**src/rtl/shift_reg_pipe.sv**
```systemverilog
// Parameterised shift register pipeline with parallel load, synchronous clear,
// per-stage valid tracking and a saturating occupancy count.
module shift_reg_pipe #(
   parameter int WIDTH = 8,
   parameter int DEPTH = 4
) (
   input  logic                     clk,
   input  logic                     rst,
   input  logic                     en,
   input  logic [1:0]               mode,
   input  logic [WIDTH-1:0]         d,
   input  logic [WIDTH*DEPTH-1:0]   load_data,
   output logic [WIDTH-1:0]         q,
   output logic [WIDTH*DEPTH-1:0]   q_all,
   output logic [$clog2(DEPTH+1)-1:0] count,
   output logic                     full,
   output logic                     q_valid
);

   localparam int CW = $clog2(DEPTH + 1);
   localparam logic [CW-1:0] COUNT_MAX = CW'(DEPTH);

   localparam logic [1:0] MODE_HOLD  = 2'b00;
   localparam logic [1:0] MODE_SHIFT = 2'b01;
   localparam logic [1:0] MODE_LOAD  = 2'b10;
   localparam logic [1:0] MODE_CLEAR = 2'b11;

   logic [WIDTH*DEPTH-1:0] stage_q;
   logic [DEPTH-1:0]       valid_q;
   logic [CW-1:0]          count_q;

   always_ff @(posedge clk or negedge rst) begin
      if (!rst) begin
         stage_q <= '0;
         valid_q <= '0;
         count_q <= '0;
      end else if (en) begin
         case (mode)
            MODE_SHIFT: begin
               // Loop form keeps DEPTH=1 legal (no zero-width slice).
               stage_q[0 +: WIDTH] <= d;
               valid_q[0]          <= 1'b1;
               for (int unsigned i = 1; i < DEPTH; i++) begin
                  stage_q[i*WIDTH +: WIDTH] <= stage_q[(i-1)*WIDTH +: WIDTH];
                  valid_q[i]                <= valid_q[i-1];
               end
               if (count_q != COUNT_MAX) begin
                  count_q <= count_q + 1'b1;
               end
            end
            MODE_LOAD: begin
               stage_q <= load_data;
               valid_q <= '1;
               count_q <= COUNT_MAX;
            end
            MODE_CLEAR: begin
               stage_q <= '0;
               valid_q <= '0;
               count_q <= '0;
            end
            MODE_HOLD: begin
               stage_q <= stage_q;
            end
            default: begin
               stage_q <= stage_q;
            end
         endcase
      end
   end

   assign q       = stage_q[(DEPTH-1)*WIDTH +: WIDTH];
   assign q_all   = stage_q;
   assign count   = count_q;
   assign full    = (count_q == COUNT_MAX);
   assign q_valid = valid_q[DEPTH-1];

endmodule

```
**config.mk**
```make
export PLATFORM = sky130hd
export DESIGN_NAME = shift_reg_pipe
export DESIGN_NICKNAME = d
export VERILOG_FILES = /design/src/rtl/shift_reg_pipe.sv
export SDC_FILE = /design/constraint.sdc
export NUM_CORES = 1
export LEC_CHECK = 0
export BUFFER_PORTS_ARGS = -buffer_cell sky130_fd_sc_hd__buf_2
export CAP_MARGIN = 10
export CORE_MARGIN = 5
export CORE_UTILIZATION = 50
export CTS_BUF_LIST = sky130_fd_sc_hd__clkbuf_8
export DETAILED_ROUTE_END_ITERATION = 10
export PLACE_DENSITY = 0.82
export SYNTH_ARGS = -nofsm -noshare
export SYNTH_HDL_FRONTEND = slang
export SYNTH_SLANG_ARGS = --single-unit
```
**constraint.sdc**
```tcl
create_clock -name clk -period 1.5 [get_ports clk]
set_input_delay 0.3 -clock clk [delete_from_list [all_inputs] [get_ports clk]]
set_output_delay 0.3 -clock clk [all_outputs]
set_load 0.03 [all_outputs]
```
==> run metrics <==
run status=completed; final hold vios=0; largest net degree at the start of global routing=39; Clock Pin Slew Worst Setup and Hold Paths=80 ps; post-synth top area cell=dfrtp_1; #FFs+latches synth=39; die height=77.7 um; Tmin final=1480 ps; clock sink total=39; Total GRT Usage=~21%; MaxCap Viol Count=0; GRT overflow=0; vias per cell=5.65; die outline area=0.00604 sq mm; number of port buffers=89; placed cell area=0.00267 sq mm; routed via count=roughly 2.2k; Final ANT Viol Nets=0; Simple-Gate Fraction of Synth Area=20.8%; most frequent cells in the layout=buf_2, nor2b_1, dfrtp_1; Fin Setup TNS=0 ps; predominant post-synthesis flop cell=dfrtp_1; final cycle utilization of the critical path=98.7%; GPL Wtd Cong=~0.78; register area share after synthesis=42.6%; final worst setup slack=approximately 20 ps; Worst-Margin Slew=303 ps; Clock Tree Buf Depth=2; Mapped Avg Cell Area=9.03 sq um; FP Rows=24; leading cell type in the layout, fill and taps excluded=buf_2; async set-reset flop share out of synthesis=100%; Area contributors post-synth=dfrtp_1, nor2b_1, a21oi_1; Worst Path Max Fanout=3; cts bufs inserted=5; dpl ws=63.4 ps; critical path required time=1200 ps; vias in the first global route=2089; Worst EP arrival=around 1200 ps; HP Class=input port to flop; combinational family with the most area after synthesis=compound AO/OA/AOI/OAI gates; Yosys cell types=26; # fillers=about 380; IO Count=90; Synth Area in Compound Gates=26.0%; register area=976 sq um; DR pass1 iterations=4; crit path launch type=flop; antenna violations before repair=0; XOR/XNOR Fraction of Synth Area=0%; Clock Latency Late Sink=approximately 300 ps; final setup fails=0; Initial Util=52.0%; Chip Width=77.7 um; Synth top area share=42.6%; DRC=0; Diodes inserted=0; share of cells above drive strength 1=34.4%; post-synth net total=~300; clock root cell=clkbuf_8; Mapped Area=roughly 0.0023 sq mm; YS warnings=0; Pwr Density=1220 mW/mm^2; Final HPWL DP=4290 um; WL/cell=~16 um; mux share of post-synthesis cell area=0%; Synth Area in Adders=1.09%; Peak Freq=0.676 GHz; Post-synth EDFFs=0; final hold slack=217 ps; DRT Wirelength=6230 um; nets@finish=380; leakage=0.00136 uW; WS Path Type=flop to output port; worst-case headroom to the max-slew limit=about 80%; first-pass GRT wire length=10300 um; CTS tree=built; RSZ-0062 raised after global routing=true; iteration-0 DRC count of the detailed router=about 190; fin area=approximately 0.0028 sq mm; clock skew=5.99 ps; Setup crit end kind=output port; Layout area overhead=24.2%; Max H-tree Level=2; core area=0.00441 sq mm; synthesized instance count=254; Final Slew Violations=0; area of the multi-input gates=0.00112 sq mm; Max IR drop VDD=around 0.6 mV
==> worst max-delay path, stage by stage, from the launching register on <==
cell and delay [ps]:
dfrtp_1 400, inv_2 80, ha_4 150, and2_4 140, buf_6 120
==> registers in the layout, summed over array words and instances, names as in the netlist <==
name and cells:
q_all 32, valid_q 4, count 3
==> worst paths after layout <==
check                      slack, ps  depth (start not counted)       start         end
setup / recovery                  20                          4    count[1]        full
hold / removal                   220                          3        d[1]    q_all[1]
setup reg to reg                  50                          6    count[1]    count[2]
hold reg to reg                  510                          1  valid_q[2]  valid_q[2]
max in group asynchronous        780                          3         rst   q_all[17]
min in group asynchronous        320                          2         rst   q_all[31]
==> cell families (layout without fill, tap and decap cells) <==
family / Yosys count / count (layout)
AOI/OAI and AO/OA: 105 / 105
and+or+nand+nor: 76 / 76
DFF: 39 / 39
buffers and inverters: 32 / 112
adders and majority gates: 2 / 2
==> per-stage QoR <==
stage | util [%] | power, uW | cells
after CTS | 64.2 | 3470 | 386
final | 64.5 | 3480 | 386
after global routing | 64.5 | 3650 | 386
after detailed placement | 60.6 | 2510 | 374
after global placement | 60.6 | 2480 | 374
after floorplan | - | 2180 | 254
==> layout make-up <==
cell class,count,share of cell area (%)
Clock buffer,6,2.90
Clock inverter,2,1.23
Multi-Input combinational cell,183,39.2
Tap cell,52,2.28
Sequential cell,39,34.3
Inverter,2,0.264
Timing Repair Buffer,102,19.8
==> what timing repair did <==
item / CTS / global route
endpoints found under the setup margin: 1 / 2
setup buffers: 3 / 0
gates resized for setup: 4 / 4
hold buffers: 1 / 0
hold endpoints to repair: 39 / 0
pin swaps: 1 / 0
==> per-layer routing <==
metal | vias up | track usage (%) | part of all wire [%]
li1 | 1041 | - | -
met1 | 1038 | 28.1 | 43
met2 | 90 | 32.1 | 47
met3 | 11 | 6.71 | 8.6
met4 | 0 | 4.98 | 1.3
met5 | - | 0 | 0
==> Yosys cell counts, types with 2 or more instances <==
| master | count |
|---|---|
| o21ai_1 | 17 |
| nor2b_1 | 63 |
| and2_1 | 2 |
| buf_2 | 5 |
| o22a_1 | 3 |
| dfrtp_1 | 39 |
| buf_6 | 5 |
| nor2_1 | 3 |
| and2b_1 | 3 |
| ha_1 | 2 |
| inv_1 | 2 |
| a21oi_1 | 37 |
| clkbuf_1 | 6 |
| o21ai_0 | 15 |
| buf_4 | 13 |
| a22o_1 | 5 |
| a31oi_1 | 25 |
==> report_power, final <==
part,internal [uW],switching [uW]
combinational,452,743
clock,539,387
sequential,1210,153
Note: power is estimated with default switching activity, not from simulation.
